==> config.mk <==
export PLATFORM = sky130hd
export DESIGN_NAME = mem_wb_writeback
export DESIGN_NICKNAME = d
export VERILOG_FILES = /design/src/rtl/riscv_pkg.sv /design/src/rtl/mem_wb_writeback_load_extend.sv /design/src/rtl/mem_wb_writeback.sv
export SDC_FILE = /design/constraint.sdc
export NUM_CORES = 1
export LEC_CHECK = 0
export BUFFER_PORTS_ARGS = -buffer_cell sky130_fd_sc_hd__buf_4
export CORE_MARGIN = 2
export CORE_UTILIZATION = 50
export DETAILED_ROUTE_END_ITERATION = 10
export PLACE_DENSITY = 0.8
export RECOVER_POWER = 50
export SLEW_MARGIN = 0
export SYNTH_ARGS = -nofsm -noshare
export SYNTH_HDL_FRONTEND = slang
export SYNTH_HIERARCHICAL = 1
export SYNTH_SLANG_ARGS = --single-unit
==> constraint.sdc <==
create_clock -name clk -period 12.11 [get_ports clk]
set_input_delay 0.6055 -clock clk [delete_from_list [all_inputs] [get_ports clk]]
set_output_delay 0.6055 -clock clk [all_outputs]
set_load 0.05 [all_outputs]
==> src/rtl/riscv_pkg.sv <==
// Shared constants for the five-stage RISC-V core: writeback source encodings,
// load funct3 encodings and default datapath widths.
package riscv_pkg;

    localparam int DEF_XLEN   = 32;
    localparam int DEF_REG_AW = 5;

    localparam logic [1:0] WB_SEL_ALU  = 2'b00;
    localparam logic [1:0] WB_SEL_LOAD = 2'b01;
    localparam logic [1:0] WB_SEL_PC4  = 2'b10;
    localparam logic [1:0] WB_SEL_IMM  = 2'b11;

    localparam logic [2:0] F3_LB  = 3'b000;
    localparam logic [2:0] F3_LH  = 3'b001;
    localparam logic [2:0] F3_LW  = 3'b010;
    localparam logic [2:0] F3_LBU = 3'b100;
    localparam logic [2:0] F3_LHU = 3'b101;

endpackage

==> src/rtl/mem_wb_writeback_load_extend.sv <==
// Combinational load-data extraction: picks the byte/half at the given offset,
// sign- or zero-extends it, and flags misaligned half/word accesses.
module load_extend
    import riscv_pkg::*;
#(
    parameter int XLEN = DEF_XLEN
) (
    input  logic [2:0]      funct3,
    input  logic [1:0]      off,
    input  logic [XLEN-1:0] word,
    output logic [XLEN-1:0] data,
    output logic            misaligned
);

    logic signed [7:0]  byte_s;
    logic signed [15:0] half_s;

    always_comb begin
        case (off)
            2'd0:    byte_s = word[7:0];
            2'd1:    byte_s = word[15:8];
            2'd2:    byte_s = word[23:16];
            default: byte_s = word[31:24];
        endcase
        half_s = off[1] ? word[31:16] : word[15:0];
    end

    always_comb begin
        data       = word;
        misaligned = 1'b0;
        case (funct3)
            F3_LB:  data = {{(XLEN-8){byte_s[7]}}, byte_s};
            F3_LBU: data = {{(XLEN-8){1'b0}}, byte_s};
            F3_LH: begin
                data       = {{(XLEN-16){half_s[15]}}, half_s};
                misaligned = off[0];
            end
            F3_LHU: begin
                data       = {{(XLEN-16){1'b0}}, half_s};
                misaligned = off[0];
            end
            // LW and the unused encodings all behave as a full-word load
            F3_LW: begin
                data       = word;
                misaligned = (off != 2'd0);
            end
            default: begin
                data       = word;
                misaligned = (off != 2'd0);
            end
        endcase
    end

endmodule

==> src/rtl/mem_wb_writeback.sv <==
// MEM/WB pipeline register and writeback datapath driving the register-file write port.
// Optional retired-instruction counter enabled by defining WB_INSTRET_EN.
module mem_wb_writeback
    import riscv_pkg::*;
#(
    parameter int XLEN   = DEF_XLEN,
    parameter int REG_AW = DEF_REG_AW
) (
    input  logic              clk,
    input  logic              reset,
    input  logic              stall,
    input  logic              flush,
    input  logic              mem_valid,
    input  logic              mem_reg_write,
    input  logic [REG_AW-1:0] mem_rd,
    input  logic [1:0]        mem_wb_sel,
    input  logic [2:0]        mem_funct3,
    input  logic [XLEN-1:0]   mem_alu_result,
    input  logic [XLEN-1:0]   mem_load_data,
    input  logic [XLEN-1:0]   mem_pc_plus4,
    input  logic [XLEN-1:0]   mem_imm,
    output logic              RegWrite,
    output logic [REG_AW-1:0] rd,
    output logic [XLEN-1:0]   RegWriteData,
    output logic              wb_valid,
    output logic              misaligned_err
`ifdef WB_INSTRET_EN
    ,
    output logic [63:0]       instret
`endif
);

    logic              vld_p1;
    logic              reg_write_p1;
    logic [REG_AW-1:0] rd_p1;
    logic [1:0]        wb_sel_p1;
    logic [2:0]        funct3_p1;
    logic [XLEN-1:0]   alu_result_p1;
    logic [XLEN-1:0]   load_data_p1;
    logic [XLEN-1:0]   pc_plus4_p1;
    logic [XLEN-1:0]   imm_p1;

    // MEM -> WB stage boundary
    always_ff @(posedge clk or posedge reset) begin
        if (reset) begin
            vld_p1        <= 1'b0;
            reg_write_p1  <= 1'b0;
            rd_p1         <= '0;
            wb_sel_p1     <= '0;
            funct3_p1     <= '0;
            alu_result_p1 <= '0;
            load_data_p1  <= '0;
            pc_plus4_p1   <= '0;
            imm_p1        <= '0;
        end else if (flush) begin
            vld_p1       <= 1'b0;
            reg_write_p1 <= 1'b0;
        end else if (!stall) begin
            vld_p1        <= mem_valid;
            reg_write_p1  <= mem_reg_write;
            rd_p1         <= mem_rd;
            wb_sel_p1     <= mem_wb_sel;
            funct3_p1     <= mem_funct3;
            alu_result_p1 <= mem_alu_result;
            load_data_p1  <= mem_load_data;
            pc_plus4_p1   <= mem_pc_plus4;
            imm_p1        <= mem_imm;
        end
    end

    logic [XLEN-1:0] load_ext;
    logic            load_mis;

    load_extend #(.XLEN(XLEN)) u_load_extend (
        .funct3     (funct3_p1),
        .off        (alu_result_p1[1:0]),
        .word       (load_data_p1),
        .data       (load_ext),
        .misaligned (load_mis)
    );

    always_comb begin
        case (wb_sel_p1)
            WB_SEL_ALU:  RegWriteData = alu_result_p1;
            WB_SEL_LOAD: RegWriteData = load_ext;
            WB_SEL_PC4:  RegWriteData = pc_plus4_p1;
            default:     RegWriteData = imm_p1;
        endcase
    end

    // A held stall keeps RegWrite high with identical data; rewriting is harmless.
    assign misaligned_err = vld_p1 & (wb_sel_p1 == WB_SEL_LOAD) & load_mis;
    assign RegWrite       = vld_p1 & reg_write_p1 & (rd_p1 != '0) & ~misaligned_err;
    assign rd             = rd_p1;
    assign wb_valid       = vld_p1;

`ifdef WB_INSTRET_EN
    // Counts whatever leaves WB, even when a flush refills it the same cycle.
    always_ff @(posedge clk or posedge reset) begin
        if (reset)
            instret <= 64'd0;
        else if (vld_p1 && !stall)
            instret <= instret + 64'd1;
    end
`endif

endmodule
==> results.md, run 1 <==
- Status: complete, but fails checks
- Failing checks: max-capacitance violations, max-slew violations
- P&R area growth vs syn: 25.7%
- F_max: 175 MHz
- Crit path kind: in -> async
- Die area: 15600 sq um
- Vias: 4599
- Commonest non-fill, non-tap cell in the layout: buf_4
- Core ar.: 14400 sq um
- Max H-tree Level: 4
- Clock Sinks: 140
- Commonest cells after routing, fill and taps aside: buf_4, dfrtp_1, mux2_4, mux2_2, mux4_1
- Worst-Margin Slew: roughly 4.5 ns
- Longest Clk Path Bufs: 2
- Routed wire length per instance: ~22 um
- Critical Path, Cell by Cell: clkbuf_4, clkinvlp_2, clkbuf_1
- Critical Path RT: 11.56 ns
- Synth Area per Inst: approximately 16 sq um
- Crit-path leading delay family: buffers and inverters
- Final worst-path cycle share: 47.1%
- Post-layout minimum cycle time: approximately 5.7 ns
- Slowest-stage cell, CP: clkbuf_1
- DRC violations left: 0
- Finish-stage setup viols: 0
- DIE WIDTH: about 130 um
- CTS resizes: 0
- Final Hold Viols: 0
- Data arrival time of the worst path: about 5.2 ns
- Slew Viols, Final: 210
- Synth area leader: dfrtp_1
- Power per Cell Area: 182 nW/um^2
- Gpl congestion: a little over 0.8
- Net Count, Synth: ~600
- I/O Buffers: around 180
- Worst-Skew Late Latency: 0.42 ns
- Min-Delay Path Class: in -> reg
- Yosys Warn Count: 6
- Max-cap violations: 3
- Die H: about 130 um
- Non-Filler Instances: 817
- CTS tree: yes
- Syn Inst Count: 451
- Initial DRC count: between 400 and 500
- DRT Pass-1 Iters: 5
- TritonCTS buffer count: 17
- Critical Path Start Type: input pin
- Synth top area cells: dfrtp_1, mux2_4, mux4_1
- Starting Density: 50.8%
- Ant diodes: 0
- DP Wirelength: 12.3 mm
- CP Max Fanout: 73
- Synth unique cells: 30
- Synth Register Bits: 140
- Yosys top cell area share: 47.8%
- WL final: 17.6 mm
- Maximum vdd drop: between 0.1 and 0.15 mV
- Nets: between 700 and 800
- Worst stage delay on the critical path: between 2 and 3 ns
- Mapped cell area: 7320 sq um
- Skew final: 0 ns
- Grt ovf: 0
- Place WS: 8.75 ns
- Initial antenna violation count: 0
- Top-Level Pins: 184
- DRT antenna net count: 0
- Setup crit end kind: async pin
- First-pass GRT wire length: 28.1 mm
- Vias in the first global route: around 5100
- Sequential-to-total area share from yosys stat: between 40% and 50%
- CP Buf/Inv Count: 3
- CTS root buf: clkbuf_16
- Fin Hold WS: 0.400 ns
- Leak pwr: between 0.004 and 0.005 uW
- Unrepaired setup endpoints after global routing: no
- Setup TNS: 0 ns
- Clk slew on worst S/H paths: 0.06 ns
- Dpl cells: 785
- Total track usage: 23.3%
- Layout cells sized above 1: 56.4%
- Hold_buf cts: 0
- Worst Slack Setup Final: about 6.4 ns
- Rows: 44
- Largest net degree at the start of global routing: 74
- Post-CTS setup buffers: 0
- Max_slew headroom: -198%
- Overall Power: ~1700 uW
- Routed vias/inst: between 5 and 6
## cell families after synthesis
kind of cell | share of synthesized area [%]
mux | 40.3
flops | 47.8
buf+inv | 4.84
compound gates | 4.56
simple gates | 2.46
## cells in the mapped netlist (all sizes together)
cell and number:
nand2 17, and4b 1, dfrtp 140, a22o 8, buf 34, mux2 139
nor2 14, o21ai 8, nor2b 2, nor3 2, a21oi 9, mux2i 2
a311oi 8, nor3b 1, and2 1, a211oi 1, a22oi 1, or2 1
nand2b 1, inv 11, mux4 40, a221o 8, clkbuf 2
## power by group
part	total (uW)	switching, uW	internal (uW)
clock network	569	200	369
logic	500	254	246
registers	611	74.7	537
## cell type report
class / instances / area, sq um
clock buffers: 19 / 443
well taps: 184 / 230
flip-flops and latches: 140 / 3510
fillers: 1098 / 5220
inverters: 11 / 42.5
repair buffers: 186 / 1360
multi-input cells: 264 / 3430
clock inverters: 13 / 196
## stage by stage
step,instance area (sq um),util (%)
floorplan,7320,-
global placement,8650,60.0
detailed placement,8650,60.0
CTS,9290,64.4
global route,9210,63.8
finish,9210,63.8
## metal layers
metal | track usage (%) | vias up | part of all wire [%]
met4 | 8.30 | 0 | 2.1
li1 | - | 2049 | -
met1 | 30.6 | 2353 | 42
met3 | 5.99 | 23 | 6.5
met2 | 38.0 | 174 | 50
met5 | 0 | - | 0
## flip-flops by register name, summed over array words and instances (netlist names)
name	flops
alu_result_p1	32
wb_valid	1
load_data_p1	32
pc_plus4_p1	32
funct3_p1	3
rd	5
wb_sel_p1	2
imm_p1	32
reg_write_p1	1
## path summary, 6_finish.rpt
kind	cells past startpoint	end	slack, ns	startpoint
setup / recovery	3	wb_sel_p1[1]	6.41	reset
hold / removal	2	alu_result_p1[29]	0.40	mem_alu_result[29]
setup reg to reg	1	wb_sel_p1[0]	10.73	wb_sel_p1[0]
hold reg to reg	1	alu_result_p1[29]	0.48	alu_result_p1[29]
max in group clk	4	pc_plus4_p1[20]	7.52	flush
min in group asynchronous	2	pc_plus4_p1[18]	1.09	reset
Note: power is estimated with default switching activity, not from simulation.
==> run 2: changes to the inputs <==
- CORE_UTILIZATION: 50 -> 49
- PLACE_DENSITY: 0.8 -> 0.81
- clock period: 12.11 -> 4.8 ns (I/O delays scaled with it)
==> results.md, run 2 (synthesis gave the netlist of run 1 again) <==
- Skew final: 0 ns (unchanged)
- Final Hold Viols: 0 (unchanged)
- Data arrival time of the worst path: 3.88 ns (-1.28 ns)
- DRC violations left: 0 (unchanged)
- Die area: 15900 sq um (+2.0%)
- Setup crit end kind: flop
- Grt ovf: 0 (unchanged)
- Critical Path Start Type: input pin
- Worst R2R Setup Slack: 3.39 ns (-7.34 ns)
- F_max: 278 MHz
- First-pass GRT wire length: 27.6 mm (-1.8%)
- Post-layout minimum cycle time: about 3.6 ns
- Final worst-path cycle share: 75.1%
- Final Util: 61.4% (-2.4 points)
- Longest Clk Path Bufs: 2 (unchanged)
- Reg2Reg Launch Point: wb_sel_p1[0]
- Vias: 4603 (+0.087%)
- Nets: 766 (+0.26%)
- Setup TNS: 0 ns (unchanged)
- DP Wirelength: 12.1 mm (-2.1%)
- Worst-Skew Late Latency: 0.41 ns (about the same)
- CTS root buf: clkbuf_16
- Max-cap violations: 2 (-1)
- DIE WIDTH: 126 um (+0.98%)
- Failing checks: max-capacitance violations, max-slew violations
- Clk slew on worst S/H paths: 0.06 ns (about the same)
- Layout cells sized above 1: 48.5% (-7.9 points)
- Unrepaired setup endpoints after global routing: no
- I/O Buffers: 183 (unchanged)
- Commonest non-fill, non-tap cell in the layout: buf_4
- Ant diodes: 0 (unchanged)
- Sequential Area: 3510 sq um (unchanged)
- Slew Viols, Final: 140 (-33%)
- Multi-input gate area: 3250 sq um (-5.0%)
- Initial antenna violation count: 0 (unchanged)
- FF-to-FF End: wb_sel_p1[0]
- Leak pwr: 0.00414 uW (-4.4%)
- Critical Path, Cell by Cell: dlygate4sd3_1, clkbuf_1, nor2_1, clkbuf_2, mux2_2
- WL final: 17.3 mm (-1.5%)
- CP Max Fanout: 108 (+48%)
- Slowest-stage cell, CP: clkbuf_2
- Critical Path RT: 5.08 ns (-6.48 ns)
- Gpl congestion: 0.862 (+4.0%)
- Maximum vdd drop: 0.270 mV (+100%)
- Rows: 44 (unchanged)
- Top-Level Pins: 184 (unchanged)
- Fillers: 1184 (+7.8%)
- Status: complete, but fails checks
- CTS resizes: 0 (unchanged)
- Worst Slack Setup Final: 1.20 ns (-5.21 ns)
- Fin Hold WS: 0.0398 ns (-0.360 ns)
- Largest net degree at the start of global routing: 109 (+47%)
- Starting Density: 50.2% (-0.57 points)
- Max_slew headroom: -110% (+87 points)
- Finish-stage setup viols: 0 (unchanged)
- Place WS: 1.86 ns (-6.89 ns)
- DRT antenna net count: 0 (unchanged)
- Routed wire length per instance: 21.2 um (-1.7%)
- Routed vias/inst: 5.62 (-0.16%)
- Commonest cells after routing, fill and taps aside: buf_4, dfrtp_1, mux2_1, mux2_4, mux2_2
- Overall Power: 3970 uW (+140%)
- Core ar.: 14600 sq um (+1.1%)
- Worst hold path depth: 2 (unchanged)
- DRT Pass-1 Iters: 5 (unchanged)
- FF-to-FF path depth: 1 (unchanged)
- P&R area growth vs syn: 22.4%
- Crit path kind: in -> reg
- Worst stage delay on the critical path: 2.19 ns (-0.41 ns)
- CTS tree: yes
- CP endpoint: pc_plus4_p1[13]
- Max H-tree Level: 4 (unchanged)
- Initial DRC count: 277 (-32%)
- Vias in the first global route: 4975 (-1.5%)
- Min-Delay Path Class: in -> reg
- Worst-Margin Slew: 3.16 ns (-1.31 ns)
- TritonCTS buffer count: 17 (unchanged)
- Critical path startpoint: flush
- Die H: 126 um (+0.98%)
- Clock Sinks: 140 (unchanged)
- Total track usage: 22.7% (-0.67 points)
- Power per Cell Area: 443 nW/um^2 (+140%)
## run 2: cell types whose count changed in the layout (fill, tap and decap cells not counted), sizes merged
cell	delta
clkbuf	+5
bufinv	-4
dlygate4sd3	+2
clkinvlp	-1
clkinv	-1
inv	+1
## run 2: worst max-delay path: cells and delay by family
| family | cells | cell delay [ns] |
|---|---|---|
| mux | 1 | 0.49 |
| simple gates | 1 | 0.15 |
| buf+inv | 3 | 2.86 |
## run 2: worst min path at each step
stage	to	slack [ns]	from
floorplan	reg_write_p1	0.31	flush
global placement	imm_p1[21]	0.42	reset
detailed placement	imm_p1[21]	0.43	reset
CTS	wb_sel_p1[0]	0.04	mem_wb_sel[0]
global route	alu_result_p1[23]	0.02	mem_alu_result[23]
finish	alu_result_p1[2]	0.04	mem_alu_result[2]
## run 2: area by class of cell
cell class                 instances  share of cell area (%)
multi-input combinational        264                    36.3
clock buffer                      24                    5.37
clock inverter                     8                   0.754
timing repair buffer             188                    15.4
sequential                       140                    39.1
inverter                          11                   0.516
tap                              184                    2.57
## run 2: where the power goes
| group | switching, uW | total [uW] | internal, uW |
|---|---|---|---|
| Combinational | 631 | 1210 | 575 |
| Sequential | 189 | 1540 | 1350 |
| Clock | 474 | 1220 | 748 |
| Total | 1290 | 3970 | 2680 |
## run 2: metrics by stage
step	instance area, sq um	cells
3_3_place_gp	8660	785
2_1_floorplan	7320	451
6_report	8960	819
4_1_cts	9230	819
3_5_place_dp	8660	785
5_1_grt	8960	819
## run 2: repair_timing
| action | CTS | global route |
|---|---|---|
| endpoints found under the setup margin | 0 | 0 |
| hold buffers | 2 | 0 |
| setup buffers | 0 | 0 |
| hold endpoints to repair | 5 | 0 |
## run 2: routing by layer
metal | routed length [um] | global-route usage (%)
met1 | 7090 | 29.0
met2 | 8690 | 36.9
met3 | 1170 | 6.80
met4 | 372 | 8.02
met5 | 0 | 0
==> run 3: changes to the inputs <==
- clock period: 4.8 -> 3.02 ns (I/O delays scaled with it)
==> results.md, run 3 (synthesis gave the netlist of run 1 again) <==
- Longest Clk Path Bufs: 2 (unchanged)
- DRC violations left: 0 (unchanged)
- Slew Viols, Final: 46 (-67%)
- Grt ovf: 0 (unchanged)
- I/O Buffers: 183 (unchanged)
- Nets: 917 (+20%)
- Power per Cell Area: 653 nW/um^2 (+47%)
- Final worst-path cycle share: 97.7%
- Finish-stage setup viols: 0 (unchanged)
- Setup crit end kind: output port
- Gpl congestion: 0.906 (+5.1%)
- Leak pwr: 0.00498 uW (+20%)
- DIE WIDTH: 126 um (unchanged)
- Critical Path Start Type: flop
- Slowest-stage cell, CP: a311oi_1
- CTS tree: yes
- CP Max Fanout: 21 (-81%)
- Worst-Margin Slew: 2.08 ns (-1.08 ns)
- Worst-Skew Late Latency: 0.42 ns (about the same)
- DP Wirelength: 13.0 mm (+8.1%)
- Largest net degree at the start of global routing: 63 (-42%)
- Clk slew on worst S/H paths: 0.06 ns (about the same)
- Maximum vdd drop: 0.462 mV (+71%)
- Max_slew headroom: -39.3% (+71 points)
- Failing checks: max-capacitance violations, max-slew violations
- DRT Pass-1 Iters: 4 (-1)
- First-pass GRT wire length: 33.8 mm (+22%)
- F_max: 339 MHz
- Final Hold Viols: 0 (unchanged)
- Place WS: 0.453 ns (-1.41 ns)
- Post-layout minimum cycle time: 2.95 ns
- Die H: 126 um (unchanged)
- Critical Path, Cell by Cell: buf_4, nand2b_1, a21oi_1, a311oi_1, mux4_2, buf_4
- Commonest cells after routing, fill and taps aside: buf_4, dlygate4sd3_1, dfrtp_1, mux2_4, mux2_2
- Core ar.: 14600 sq um (unchanged)
- Max-cap violations: 1 (-1)
- Starting Density: 50.2% (unchanged)
- Status: complete, but fails checks
- Initial antenna violation count: 1 (+1)
- Rows: 44 (unchanged)
- Unrepaired setup endpoints after global routing: no
- P&R area growth vs syn: 46.9%
- Total track usage: 28.0% (+5.3 points)
- Crit path kind: reg -> out
- Initial DRC count: 416 (+50%)
- WL final: 21.6 mm (+25%)
- Vias in the first global route: 6107 (+23%)
- Vias: 5354 (+16%)
- Routed vias/inst: 5.51 (-1.9%)
- TritonCTS buffer count: 17 (unchanged)
- Min-Delay Path Class: in -> reg
- Worst stage delay on the critical path: 0.57 ns (-1.62 ns)
- Final Util: 73.7% (+12 points)
- Fin Hold WS: 0.0222 ns (-0.0176 ns)
- Die area: 15900 sq um (unchanged)
- Layout cells sized above 1: 47.8% (-0.67 points)
- Data arrival time of the worst path: 2.80 ns (-1.08 ns)
- Skew final: 0 ns (unchanged)
- DRT antenna net count: 0 (unchanged)
- Max H-tree Level: 4 (unchanged)
- Critical Path RT: 2.87 ns (-2.21 ns)
- Fillers: 895 (-24%)
- Worst Slack Setup Final: 0.0698 ns (-1.13 ns)
- Overall Power: 7020 uW (+77%)
- Routed wire length per instance: 22.2 um (+5.0%)
- Worst path most repeated cell: buf_4
- Setup TNS: 0 ns (unchanged)
- Commonest non-fill, non-tap cell in the layout: buf_4
- Top-Level Pins: 184 (unchanged)
- CTS root buf: clkbuf_16
- Clock Sinks: 140 (unchanged)
## run 3: cell types whose count changed in the layout (fill, tap and decap cells not counted), moves of 4 or more
cell and change:
buf_4 +9, bufinv_16 +4, clkinv_2 -5, dlygate4sd3_1 +139, mux2_1 -51, mux2_4 +48
## run 3: power by group
group | internal, uW | switching, uW | total [uW]
sequential | 2150 | 261 | 2410
combinational | 1130 | 1170 | 2300
clock | 1490 | 817 | 2310
total | 4780 | 2250 | 7020
## run 3: worst paths after layout
path	slack [ns]	cells past startpoint	to	start
hold reg to reg	0.49	1	pc_plus4_p1[26]	pc_plus4_p1[26]
hold / removal	0.02	3	reg_write_p1	stall
min in group asynchronous	0.27	2	pc_plus4_p1[21]	reset
max in group asynchronous	0.56	3	alu_result_p1[14]	reset
setup reg to reg	1.62	2	wb_sel_p1[1]	wb_sel_p1[1]
setup / recovery	0.07	6	RegWriteData[3]	alu_result_p1[1]
## run 3: what timing repair did
item	CTS	global route
pin swaps	1	0
gates resized for setup	0	3
hold buffers	141	0
hold endpoints to repair	140	0
setup buffers	3	2
endpoints found under the setup margin	1	3
## run 3: layout make-up
type | instances | area (sq um) | share of cell area [%]
well taps | 184 | 230 | 2.14
diodes | 1 | 2.50 | 0.0233
inverters | 11 | 46.3 | 0.430
repair buffers | 339 | 2890 | 26.9
clock inverters | 10 | 188 | 1.75
flip-flops and latches | 140 | 3510 | 32.6
multi-input cells | 264 | 3440 | 31.9
clock buffers | 22 | 454 | 4.22
## run 3: through the flow
stage,cell area [sq um],cells
after floorplan,7330,451
after CTS,10800,968
final,10800,971
after global routing,10800,971
after global placement,8750,792
after detailed placement,8750,792
## run 3: critical path: cells and delay by family, from the launching register on
kind / cells / cell delay, ns
AO/OA/AOI/OAI: 2 / 0.72
buffers and inverters: 2 / 0.51
flip-flops: 1 / 0.42
AND/OR/NAND/NOR: 1 / 0.36
multiplexers: 1 / 0.36
## run 3: metal layers
| metal | wire length, um | global-route usage (%) |
|---|---|---|
| met1 | 8190 | 33.6 |
| met2 | 11500 | 48.2 |
| met3 | 1210 | 5.86 |
| met4 | 712 | 13.5 |
| met5 | 0 | 0 |
